==> config.mk <==
export PLATFORM = sky130hd
export DESIGN_NAME = sc_timing_ctrl_flat
export DESIGN_NICKNAME = d
export VERILOG_FILES = /design/src/rtl/sc_pkg.sv /design/src/rtl/sc_timing_ctrl_if.sv /design/src/rtl/sc_lock_fsm.sv /design/src/rtl/sc_timing_ctrl.sv /design/src/flat_wrapper.sv
export SDC_FILE = /design/constraint.sdc
export NUM_CORES = 1
export LEC_CHECK = 0
export CAP_MARGIN = 0
export CORE_UTILIZATION = 32
export DETAILED_ROUTE_END_ITERATION = 7
export SLEW_MARGIN = 0
export SYNTH_ARGS = -nofsm -noshare
export SYNTH_HDL_FRONTEND = slang
export SYNTH_SLANG_ARGS = --single-unit
==> constraint.sdc <==
create_clock -name PCLK_OUT_i -period 21.6 [get_ports PCLK_OUT_i]
set_clock_uncertainty 0.15 [all_clocks]
set_input_delay 4.32 -clock PCLK_OUT_i [delete_from_list [all_inputs] [get_ports PCLK_OUT_i]]
set_output_delay 4.32 -clock PCLK_OUT_i [all_outputs]
set_load 0.05 [all_outputs]
==> src/rtl/sc_pkg.sv <==
// rtl/sc_pkg.sv - shared constants, lock state enum and defaults for the scanconverter timing controller
package sc_pkg;

    localparam logic [2:0] CFG_H_OUT    = 3'd0;
    localparam logic [2:0] CFG_H_OUT2   = 3'd1;
    localparam logic [2:0] CFG_V_OUT    = 3'd2;
    localparam logic [2:0] CFG_V_OUT2   = 3'd3;
    localparam logic [2:0] CFG_XY_OUT   = 3'd4;
    localparam logic [2:0] CFG_MISC     = 3'd5;
    localparam logic [2:0] CFG_SL       = 3'd6;
    localparam logic [2:0] CFG_SL2      = 3'd7;
    localparam int unsigned NUM_CFG     = 8;

    localparam int unsigned DEF_LOCK_FRAMES   = 4;
    localparam logic [23:0] DEF_FRAME_TIMEOUT = 24'd4_000_000;

    typedef enum logic [1:0] {
        ST_UNLOCKED = 2'd0,
        ST_ACQUIRE  = 2'd1,
        ST_LOCKED   = 2'd2
    } lock_state_e;

endpackage

==> src/rtl/sc_timing_ctrl_if.sv <==
// rtl/sc_timing_ctrl_if.sv - configuration write/commit bus into the timing controller
interface sc_timing_ctrl_if;
    logic        cfg_wr_i;
    logic [2:0]  cfg_addr_i;
    logic [31:0] cfg_wdata_i;
    logic        cfg_commit_i;

    modport master (
        output cfg_wr_i,
        output cfg_addr_i,
        output cfg_wdata_i,
        output cfg_commit_i
    );

    modport slave (
        input cfg_wr_i,
        input cfg_addr_i,
        input cfg_wdata_i,
        input cfg_commit_i
    );
endinterface

==> src/rtl/sc_lock_fsm.sv <==
// rtl/sc_lock_fsm.sv - frame lock tracker: counts resync-free frames and resyncs seen while locked
module sc_lock_fsm
    import sc_pkg::*;
#(
    parameter int unsigned LOCK_FRAMES = DEF_LOCK_FRAMES
) (
    input  logic       PCLK_OUT_i,
    input  logic       reset_i,
    input  logic       fs_i,
    input  logic       resync_edge_i,
    input  logic       apply_i,
    input  logic       timeout_i,
    output logic       lock_o,
    output logic [7:0] resync_cnt_o
);

    localparam logic [3:0] LAST_GOOD = 4'(LOCK_FRAMES - 1);

    lock_state_e state_q, state_d;
    logic [3:0]  gcnt_q, gcnt_d;
    logic [7:0]  rcnt_q, rcnt_d;
    logic        lock_q;

    // apply/timeout override everything; within a state a resync edge beats a frame start
    always_comb begin
        state_d = state_q;
        gcnt_d  = gcnt_q;
        rcnt_d  = rcnt_q;
        if (apply_i || timeout_i) begin
            state_d = ST_UNLOCKED;
            gcnt_d  = 4'd0;
        end else begin
            case (state_q)
                ST_UNLOCKED: begin
                    if (fs_i) begin
                        state_d = ST_ACQUIRE;
                        gcnt_d  = 4'd0;
                    end
                end
                ST_ACQUIRE: begin
                    if (resync_edge_i) begin
                        gcnt_d = 4'd0;
                    end else if (fs_i) begin
                        if (gcnt_q == LAST_GOOD) begin
                            state_d = ST_LOCKED;
                            gcnt_d  = 4'd0;
                        end else begin
                            gcnt_d = gcnt_q + 4'd1;
                        end
                    end
                end
                ST_LOCKED: begin
                    if (resync_edge_i) begin
                        state_d = ST_ACQUIRE;
                        gcnt_d  = 4'd0;
                        if (rcnt_q != 8'hFF) begin
                            rcnt_d = rcnt_q + 8'd1;
                        end
                    end
                end
                default: begin
                    state_d = ST_UNLOCKED;
                    gcnt_d  = 4'd0;
                end
            endcase
        end
    end

    always_ff @(posedge PCLK_OUT_i or posedge reset_i) begin
        if (reset_i) begin
            state_q <= ST_UNLOCKED;
            gcnt_q  <= 4'd0;
            rcnt_q  <= 8'd0;
            lock_q  <= 1'b0;
        end else begin
            state_q <= state_d;
            gcnt_q  <= gcnt_d;
            rcnt_q  <= rcnt_d;
            lock_q  <= (state_d == ST_LOCKED);
        end
    end

    assign lock_o       = lock_q;
    assign resync_cnt_o = rcnt_q;

endmodule

==> src/rtl/sc_timing_ctrl.sv <==
// rtl/sc_timing_ctrl.sv - shadowed scanconverter config with frame-aligned commit, watchdog and lock tracking
module sc_timing_ctrl
    import sc_pkg::*;
#(
    parameter int unsigned LOCK_FRAMES   = DEF_LOCK_FRAMES,
    parameter logic [23:0] FRAME_TIMEOUT = DEF_FRAME_TIMEOUT
) (
    input  logic              PCLK_OUT_i,
    input  logic              reset_i,
    sc_timing_ctrl_if.slave   cfg,
    input  logic              VSYNC_i,
    input  logic              resync_strobe_i,
    output logic [31:0]       h_out_config_o,
    output logic [31:0]       h_out_config2_o,
    output logic [31:0]       v_out_config_o,
    output logic [31:0]       v_out_config2_o,
    output logic [31:0]       xy_out_config_o,
    output logic [31:0]       misc_config_o,
    output logic [31:0]       sl_config_o,
    output logic [31:0]       sl_config2_o,
    output logic              commit_pending_o,
    output logic              lock_o,
    output logic [7:0]        resync_cnt_o,
    output logic              timeout_o
);

    logic [31:0] shadow_q [NUM_CFG];
    logic [31:0] active_q [NUM_CFG];
    logic        vs_prev_q;
    logic        rs_prev_q;
    logic        pending_q, pending_d;
    logic        timeout_q, timeout_d;
    logic [23:0] wd_q, wd_d;

    logic fs;
    logic resync_edge;
    logic wd_hit;
    logic apply;

    assign fs          = ~VSYNC_i & vs_prev_q;
    assign resync_edge = resync_strobe_i & ~rs_prev_q;
    assign wd_hit      = (wd_q == FRAME_TIMEOUT - 24'd1);
    assign apply       = pending_q & (fs | wd_hit);

    // a commit landing on the apply cycle is absorbed by the pending request being served
    always_comb begin
        pending_d = pending_q;
        timeout_d = timeout_q;
        wd_d      = wd_q + 24'd1;
        if (apply) begin
            pending_d = 1'b0;
        end else if (cfg.cfg_commit_i) begin
            pending_d = 1'b1;
        end
        if (wd_hit) begin
            timeout_d = 1'b1;
        end else if (cfg.cfg_commit_i) begin
            timeout_d = 1'b0;
        end
        if (fs || wd_hit) begin
            wd_d = 24'd0;
        end
    end

    always_ff @(posedge PCLK_OUT_i or posedge reset_i) begin
        if (reset_i) begin
            vs_prev_q <= 1'b1;
            rs_prev_q <= 1'b0;
            pending_q <= 1'b0;
            timeout_q <= 1'b0;
            wd_q      <= 24'd0;
        end else begin
            vs_prev_q <= VSYNC_i;
            rs_prev_q <= resync_strobe_i;
            pending_q <= pending_d;
            timeout_q <= timeout_d;
            wd_q      <= wd_d;
        end
    end

    // active copies take the shadow value from before any same-edge write
    always_ff @(posedge PCLK_OUT_i or posedge reset_i) begin
        if (reset_i) begin
            for (int i = 0; i < NUM_CFG; i++) begin
                shadow_q[i] <= 32'd0;
                active_q[i] <= 32'd0;
            end
        end else begin
            if (cfg.cfg_wr_i) begin
                shadow_q[cfg.cfg_addr_i] <= cfg.cfg_wdata_i;
            end
            if (apply) begin
                for (int i = 0; i < NUM_CFG; i++) begin
                    active_q[i] <= shadow_q[i];
                end
            end
        end
    end

    sc_lock_fsm #(
        .LOCK_FRAMES (LOCK_FRAMES)
    ) u_lock_fsm (
        .PCLK_OUT_i    (PCLK_OUT_i),
        .reset_i       (reset_i),
        .fs_i          (fs),
        .resync_edge_i (resync_edge),
        .apply_i       (apply),
        .timeout_i     (wd_hit),
        .lock_o        (lock_o),
        .resync_cnt_o  (resync_cnt_o)
    );

    assign h_out_config_o   = active_q[CFG_H_OUT];
    assign h_out_config2_o  = active_q[CFG_H_OUT2];
    assign v_out_config_o   = active_q[CFG_V_OUT];
    assign v_out_config2_o  = active_q[CFG_V_OUT2];
    assign xy_out_config_o  = active_q[CFG_XY_OUT];
    assign misc_config_o    = active_q[CFG_MISC];
    assign sl_config_o      = active_q[CFG_SL];
    assign sl_config2_o     = active_q[CFG_SL2];
    assign commit_pending_o = pending_q;
    assign timeout_o        = timeout_q;

endmodule
==> src/flat_wrapper.sv <==
// flat-port wrapper written by rule: the top's interface ports become plain ports
module sc_timing_ctrl_flat import sc_pkg::*;
#(
    parameter int unsigned LOCK_FRAMES   = DEF_LOCK_FRAMES,
    parameter logic [23:0] FRAME_TIMEOUT = DEF_FRAME_TIMEOUT
)
  (PCLK_OUT_i, reset_i, VSYNC_i, resync_strobe_i, h_out_config_o, h_out_config2_o, v_out_config_o, v_out_config2_o, xy_out_config_o, misc_config_o, sl_config_o, sl_config2_o, commit_pending_o, lock_o, resync_cnt_o, timeout_o, cfg_cfg_wr_i, cfg_cfg_addr_i, cfg_cfg_wdata_i, cfg_cfg_commit_i);
  sc_timing_ctrl_if cfg_i ();
  input  logic PCLK_OUT_i;
  input  logic reset_i;
  input  logic VSYNC_i;
  input  logic resync_strobe_i;
  output logic [31:0] h_out_config_o;
  output logic [31:0] h_out_config2_o;
  output logic [31:0] v_out_config_o;
  output logic [31:0] v_out_config2_o;
  output logic [31:0] xy_out_config_o;
  output logic [31:0] misc_config_o;
  output logic [31:0] sl_config_o;
  output logic [31:0] sl_config2_o;
  output logic commit_pending_o;
  output logic lock_o;
  output logic [7:0] resync_cnt_o;
  output logic timeout_o;
  input wire logic [$bits(cfg_i.cfg_wr_i)-1:0] cfg_cfg_wr_i;
  input wire logic [$bits(cfg_i.cfg_addr_i)-1:0] cfg_cfg_addr_i;
  input wire logic [$bits(cfg_i.cfg_wdata_i)-1:0] cfg_cfg_wdata_i;
  input wire logic [$bits(cfg_i.cfg_commit_i)-1:0] cfg_cfg_commit_i;
  assign cfg_i.cfg_wr_i = cfg_cfg_wr_i;
  assign cfg_i.cfg_addr_i = cfg_cfg_addr_i;
  assign cfg_i.cfg_wdata_i = cfg_cfg_wdata_i;
  assign cfg_i.cfg_commit_i = cfg_cfg_commit_i;
  sc_timing_ctrl #(.LOCK_FRAMES(LOCK_FRAMES), .FRAME_TIMEOUT(FRAME_TIMEOUT)) u_core (.PCLK_OUT_i(PCLK_OUT_i), .reset_i(reset_i), .cfg(cfg_i), .VSYNC_i(VSYNC_i), .resync_strobe_i(resync_strobe_i), .h_out_config_o(h_out_config_o), .h_out_config2_o(h_out_config2_o), .v_out_config_o(v_out_config_o), .v_out_config2_o(v_out_config2_o), .xy_out_config_o(xy_out_config_o), .misc_config_o(misc_config_o), .sl_config_o(sl_config_o), .sl_config2_o(sl_config2_o), .commit_pending_o(commit_pending_o), .lock_o(lock_o), .resync_cnt_o(resync_cnt_o), .timeout_o(timeout_o));
endmodule
* Word-level counts from Yosys, hierarchy flattened *
Cells that the tools add are included.
W data, S select, Z words.

cells by class
  equality and inequality tests = 9
  reduce and logical (&&, ||, !) cells = 8
  bitwise logic cells = 8
  muxes and demuxes = 22
  add/subtract/negate cells = 3
  order comparisons = 2

operator list
  operator                 count
  $bwmux W256              1
  $demux W32 S3            1
  $mux W32                 1
  $add A24 B1 Y24 const B  1
  $eq A24 B22 Y1 const B   1
  $mux W24                 1
  $mux W4                  6
  $mux W2                  6
  $pmux W4 S3              1
  $add A8 B1 Y8 const B    1
  $ne A8 B8 Y1 const B     1
  $ne A3 B2 Y1 const B     2
  $pmux W2 S3              1
  $add A4 B1 Y4 const B    1
  $eq A2 B2 Y1 const B     2
  $eq A4 B2 Y1 const B     1
  $ge A4 B4 Y1 const B     1
  $lt A4 B1 Y1 const B     1
  $mux W1                  4
  $ne A4 B2 Y1 const B     1
  $not A3 Y4               1
  $reduce_and A4 Y1        1
  $reduce_bool A2 Y1       2
  $and A1 B1 Y1            3
  7 further kinds          10

storage, ports and cells
  output and inout bits = 267
  bits in registers = 555
  input bits = 41

* Depth between registers and ports, before layout *
Gate-level depths: netlist (run 1).

  depth after elaboration = 7
  gate-level depth with buffers = 8

* Modules after synthesis *
From an unflattened synthesis (run 1), not the netlist that was laid out.

unflattened totals
  cell total of the unflattened synthesis = 2504
  area total of the unflattened synthesis = 26415.3 um2

modules (own cells, without submodules)
  module          seq. area each (um2)  cells each  instances  area each (um2)
  sc_timing_ctrl  13514.2               2429        1          25573.3
  sc_lock_fsm     375.4                 75          1          842.1

* Least setup slack after synthesis (run 1) *
Ideal clock, no wire load.

  kind = input -> register
  start = input port cfg_cfg_wr_i
  end = register u_core.shadow_q[100] (netlist name)
  data required time = 21.325 ns
  setup time = 0.125 ns
  path slack = 15.568 ns
  stages = 5
  arrival time = 5.758 ns
  path through = clkbuf_1 -> nand2b_1 -> nor3b_1 -> clkbuf_1 -> mux2_2

RTL lines
  what                             RTL line              source
  from (decl)                      flat_wrapper.sv:25    input wire logic [$bits(cfg_i.cfg_wr_i)-1:0] cfg_cfg_wr_i;
  to (signal, indexed assignment)  sc_timing_ctrl.sv:90  shadow_q[cfg.cfg_addr_i] <= cfg.cfg_wdata_i;
  to (decl)                        sc_timing_ctrl.sv:27  logic [31:0] shadow_q [NUM_CFG];

* Final worst setup path (run 1) *
  start = input port VSYNC_i
  end = register u_core.active_q, in the netlist u_core.h_out_config2_o[14]

between the ends
  longest elaborated chain between the ends = 4

ends and longest elaborated chain
  what                             RTL line              source
  from (decl)                      flat_wrapper.sv:11    input logic VSYNC_i;
  $not A1 Y1                       sc_timing_ctrl.sv:40  assign fs = ~VSYNC_i & vs_prev_q;
  $and A1 B1 Y1                    sc_timing_ctrl.sv:40
  $or A1 B1 Y1                     sc_timing_ctrl.sv:43  assign apply = pending_q & (fs | wd_hit);
  $and A1 B1 Y1                    sc_timing_ctrl.sv:43
  to (signal, indexed assignment)  sc_timing_ctrl.sv:94  active_q[i] <= shadow_q[i];
  to (decl)                        sc_timing_ctrl.sv:28  logic [31:0] active_q [NUM_CFG];

No other way between the ends.
A chain may end at the register's enable or synchronous reset.

==> impl_metrics.ini, run 1 <==
[run_status]
status = finished clean

[synthesis]
synth-main-ff-cell = dfrtp_1
synth.most_common_cell = dfrtp_1
synth_top_cell_by_area = dfrtp_1
ys.warnings.count = 0
netlist_instances = 1295
ys_top_cells_by_area = dfrtp_1 (63%), mux2_4 (16%), mux2_2 (14%)
synthTopCellsByCount = dfrtp_1 (554), mux2_2 (273), mux2_4 (240)
synthArstFlopShare = 1.00
netlist_area_mm2 = 0.0221
synth-edff-count = 0
synth_nets = 1339
synth_top_family_by_area = multiplexers
ys_types = 44
synth.avg_cell_area_um2 = 17.0
synth-compound-area-share = 0.00584
ys_ff_latch = 555
yosysSeqAreaShare = 0.629
synth_simple_gate_area_share = 0.0291
synth_xor_area_frac = 0.0107
yosysTopAreaCellShare = 0.628
yosys-mux-area-fraction = 0.303
synthAdderAreaFrac = 0.00215

[global_route]
grt_pass1_vias = 12711
grt-ovfl-total = 0
antenna_found_initial = 1
grt_max_degree = 165
grt_use_total = 0.150
grt_pass1_wl_mm = 80.5

[hold_path]
min_from = u_core.shadow_q[69]$_DFFE_PP0P_
whs_endpoint = u_core.misc_config_o[5]$_DFFE_PP0P_
hold_path_depth = 1
holdCritPathClass = reg2reg

[finish]
fillers = 6123
finalNetCount = 1669
design_area_mm2 = 0.0280
drive_above_1_share = 0.379
area_growth_pct = 26.9
instances_no_fill = 2542
num_antenna_cells = 0

[clock_network]
cts_tree = done
cts.clk_slew.worst_paths_ns = 0.06
post_cts_buffers = 0
clockRootBuffer = clkbuf_16
cts_buffer_depth = 3
clock-sinks = 555
clk_latency_ns = 0.60
htree_levels = 2
cts_buffers = 61
ctsHoldBuffers = 0
ctsResizeCount = 0

[timing]
fin_hold_ws_ns = 0.343
fin_crit_ns = 7.20
hold_viol = 0
worstMarginPinSlew_ns = 1.11
rsz0062_at_grt = false
max_slew_margin = 0.251
maxSlewViolCount = 0
setup_viol = 0
max_freq_mhz = 139
finalCritPeriodShare = 0.333
fin_tns_setup_ns = 0

[placed_design]
dpl.cell_count = 2435
dp_hpwl_mm = 33.0
gp_congestion = 0.749
post_dp_cell_area_mm2 = 0.0260
portBuffers = 307

[setup_path]
path_max_fanout = 83
crit_required_ns = 21.92
reg2reg_from = u_core.wd_q[0]$_DFF_PP0_
path_class = in2reg
r2r_setup_slack_ns = 17.40
start_kind = primary input
endpoint_kind = register
slowest_delay_ns = 0.98
r2r_end = u_core.h_out_config2_o[14]$_DFFE_PP0P_
critical_path.cell_chain = clkdlybuf4s50_1 > nand2b_1 > o21ai_4 > nand2_8 > buf_4 > mux2_4
slowest_stage = buf_4
cp.arrival_ns = 7.52
rr_worst_depth = 7

[power]
ir_worst_vdd_v = 0.0000929
power_per_cell_area_mw_per_mm2 = 145
p_sw_mw = 1.48
power_frac_seq = 0.374
swShare = 0.365
power_frac_comb = 0.371
p_clk_frac = 0.254
power_leakage_nw = 12.7
cellInternalPower_mw = 2.58

[floorplan]
die_x_um = 265
die_h_um = 265
top_level_ports = 308
dieArea_mm2 = 0.0700
core_mm2 = 0.0678
num_rows = 95
start_util = 0.326

[routing]
dr.first_iter.drc_count = 560
vias_per_cell = 4.64
wl_per_cell_um = 20.5
dr.pass1.iters = 4
drt-total-wl_mm = 52.1
route.detailed.drc = 0
vias = 11798
postRouteAntennaNets = 0

[flow_run]
cap_violations = 0
through the flow:
stage | utilization | power (mW) | setup WS (ns)
6_report | 0.413 | 4.06 | 14.40
5_1_grt | 0.413 | 4.23 | 14.28
4_1_cts | 0.413 | 4.11 | 14.48
3_5_place_dp | 0.384 | 3.05 | 13.82
3_3_place_gp | 0.384 | 3.03 | 13.84
2_1_floorplan | - | 2.53 | 1.61
state kept, by name, summed over array words and instances, names as in the netlist, 4 cells and up:
signal and flops:
u_core.sl_config_o 32, u_core.shadow_q 256, u_core.u_lock_fsm.gcnt_q 4, u_core.misc_config_o 32, u_core.h_out_config2_o 32, u_core.u_lock_fsm.resync_cnt_o 8
u_core.wd_q 24, u_core.sl_config2_o 32, u_core.v_out_config2_o 32, u_core.v_out_config_o 32, u_core.xy_out_config_o 32, u_core.h_out_config_o 32
worst max path at each step:
stage,to,cells after the start,startpoint,slack [ns]
floorplan,u_core.commit_pending_o$_DFFE_PP0P_,1,reset_i,1.61
global placement,u_core.h_out_config2_o[14]$_DFFE_PP0P_,6,VSYNC_i,13.84
detailed placement,u_core.v_out_config_o[11]$_DFFE_PP0P_,6,VSYNC_i,13.82
CTS,u_core.h_out_config2_o[14]$_DFFE_PP0P_,6,VSYNC_i,14.48
global route,u_core.v_out_config_o[11]$_DFFE_PP0P_,6,VSYNC_i,14.28
finish,u_core.h_out_config2_o[14]$_DFFE_PP0P_,6,VSYNC_i,14.40
layout make-up:
type	instances	area, µm²	area share
sequential	555	13900	0.496
multi-input combinational	678	7780	0.278
timing repair buffer	325	3230	0.115
clock buffer	92	1780	0.0637
tap	873	1090	0.0390
clock inverter	15	208	0.00742
inverter	4	22.5	0.000804
per-layer routing:
layer,part of all wire,track usage,vias up
li1,-,-,5271
met2,0.47,0.240,245
met5,0.00023,0,-
met3,0.052,0.0373,87
met4,0.023,0.0435,2
met1,0.45,0.200,6193
placed cells by master (no fill, tap or decap), types with 14 or more instances in the layout:
cell / netlist / final
mux2_2: 273 / 273
clkdlybuf4s50_1: 0 / 307
dfrtp_1: 554 / 554
mux2_4: 240 / 240
buf_4: 0 / 16
clkbuf_1: 31 / 17
clkbuf_8: 0 / 14
clkbuf_16: 0 / 61
nor2_1: 25 / 25
nand4_1: 14 / 14
xnor2_1: 14 / 14
power groups by stage:
stage	registers [mW]	logic [mW]	clock network, mW
CTS	1.52	1.52	1.07
global route	1.56	1.56	1.11
finish	1.52	1.51	1.03
floorplan	2.12	0.405	0
global placement	1.53	1.51	0
detailed placement	1.53	1.52	0
critical path: cells and delay by family:
kind            cells  cell delay, ns
mux                 1            0.35
buf+inv             2            1.49
compound gates      1            0.22
simple gates        2            0.88
logic make-up (layout without fill, tap and decap cells):
group	after synthesis	count (layout)
flops	555	555
compound gates	18	18
fa+ha+maj	4	4
simple gates	115	115
mux	514	514
xor+xnor	27	27
buf+inv	62	436
Power figures use the tool's default switching activity.
==> run 2: changes to the inputs <==
clock period = 7.4 ns   (was 21.6 ns; I/O delays follow)
==> run 2 against run 1 <==
Critical path depth unchanged. Non-clock buffer count decreased by 1. Via count increased by 0.35%. Worst setup slack got worse by 11 ns. Largest power group unchanged. Critical path type unchanged. Final cell count decreased by 0.20%. Sequential power increased to 2.9 times the previous value. First-iteration DRC count increased by 12%. Total power increased to 2.9 times the previous value. Register-to-register slack got worse by 14 ns. Sequential share of layout area decreased by 0.064 points.
==> impl_metrics.ini, run 2 (same netlist as run 1, synthesis figures left out) <==
[run_status]
status = finished clean

[clock_network]
ctsResizeCount = 0
cts_buffers = 59
clockRootBuffer = clkbuf_16
ctsHoldBuffers = 0
clk_latency_ns = 0.59
cts.clk_slew.worst_paths_ns = 0.06
cts_tree = done
cts_buffer_depth = 3
post_cts_buffers = 0
htree_levels = 2
clock-sinks = 555

[global_route]
grt-ovfl-total = 0
grt_max_degree = 164
grt_pass1_vias = 12787
grt_use_total = 0.147
grt_pass1_wl_mm = 80.5
antenna_found_initial = 0

[routing]
dr.pass1.iters = 4
wl_per_cell_um = 20.2
drt-total-wl_mm = 51.2
postRouteAntennaNets = 0
route.detailed.drc = 0
vias_per_cell = 4.67
met1_length_mm = 23.1
dr.first_iter.drc_count = 628
vias = 11839
dr_wl_met2_mm = 24.5
dr.max_layer_used = met4
dr_wl_met3_mm = 2.68

[power]
power_per_cell_area_mw_per_mm2 = 424
p_total_mw = 11.9
power_leakage_nw = 12.7
ir_worst_vdd_v = 0.000257

[floorplan]
core_mm2 = 0.0678
num_rows = 95
die_h_um = 265
dieArea_mm2 = 0.0700
start_util = 0.326
top_level_ports = 308
die_x_um = 265

[setup_path]
path_max_fanout = 87
endpoint_kind = register
rr_worst_depth = 7
cp.arrival_ns = 4.31
crit_required_ns = 7.72
start_kind = primary input
path_class = in2reg

[timing]
setup_viol = 0
finalWorstSetupSlack_ns = 3.41
maxSlewViolCount = 0
worstMarginPinSlew_ns = 1.00
fin_crit_ns = 3.99
max_slew_margin = 0.331
finalCritPeriodShare = 0.539
rsz0062_at_grt = false
hold_viol = 0
max_freq_mhz = 251

[finish]
regMostFlops = u_core.shadow_q
area_growth_pct = 27.1
mostFrequentLayoutCells = dfrtp_1 (554), clkdlybuf4s50_1 (307), mux2_2 (273)
largest_reg_flops = 256
final_common_cell = dfrtp_1
num_antenna_cells = 0
finalNetCount = 1666
drive_above_1_share = 0.380

[flow_run]
cap_violations = 0

[placed_design]
portBuffers = 307
gp_congestion = 0.759
dp_hpwl_mm = 32.5
dp_slack_ns = 2.84

[hold_path]
hold_path_depth = 1
holdCritPathClass = reg2reg
-- run 2: worst paths after layout --
kind,start,endpoint,slack [ns]
worst max-delay path,VSYNC_i,u_core.v_out_config_o[11]$_DFFE_PP0P_,3.41
worst min-delay path,u_core.shadow_q[93]$_DFFE_PP0P_,u_core.misc_config_o[29]$_DFFE_PP0P_,0.34
worst max register to register,u_core.wd_q[0]$_DFF_PP0_,u_core.v_out_config_o[11]$_DFFE_PP0P_,3.44
worst min register to register,u_core.shadow_q[93]$_DFFE_PP0P_,u_core.misc_config_o[29]$_DFFE_PP0P_,0.34
max in group asynchronous,reset_i,u_core.sl_config2_o[15]$_DFFE_PP0P_,4.27
min in group asynchronous,reset_i,u_core.v_out_config_o[22]$_DFFE_PP0P_,1.19
-- run 2: area by class of cell --
cell class	instances	area [µm²]
Fill cell	6179	39700
Sequential cell	555	13900
Multi-Input combinational cell	678	7780
Timing Repair Buffer	324	3260
Clock buffer	77	1600
Tap cell	873	1090
Clock inverter	26	397
Inverter	4	18.8
-- run 2: per-stage QoR --
step / util / hold WS (ns) / area (µm²) / instances / setup TNS (ns)
after detailed placement: 0.384 / 0.334 / 26000 / 2434 / 0
final: 0.414 / 0.338 / 28000 / 2537 / 0
after global routing: 0.414 / 0.357 / 28000 / 2537 / 0
after floorplan: - / 0.325 / 22100 / 1295 / -987.77
after global placement: 0.384 / 0.331 / 26000 / 2434 / 0
after CTS: 0.414 / 0.344 / 28000 / 2537 / 0
-- run 2: power breakdown --
part	total, mW	switching (mW)	internal [mW]
clock	3.06	1.19	1.86
combinational	4.41	2.60	1.81
sequential	4.42	0.535	3.89
-- run 2: worst max-delay path, stage by stage --
cell             delay, ns
clkdlybuf4s50_1       0.51
nand2b_1              0.21
o21ai_4               0.23
nand2_8               0.63
buf_12                0.61
mux2_4                0.36
-- run 2: layer usage --
metal	GRT usage	vias up
li1	-	5259
met1	0.197	6275
met2	0.239	237
met3	0.0361	68
met4	0.0390	0
met5	0	-
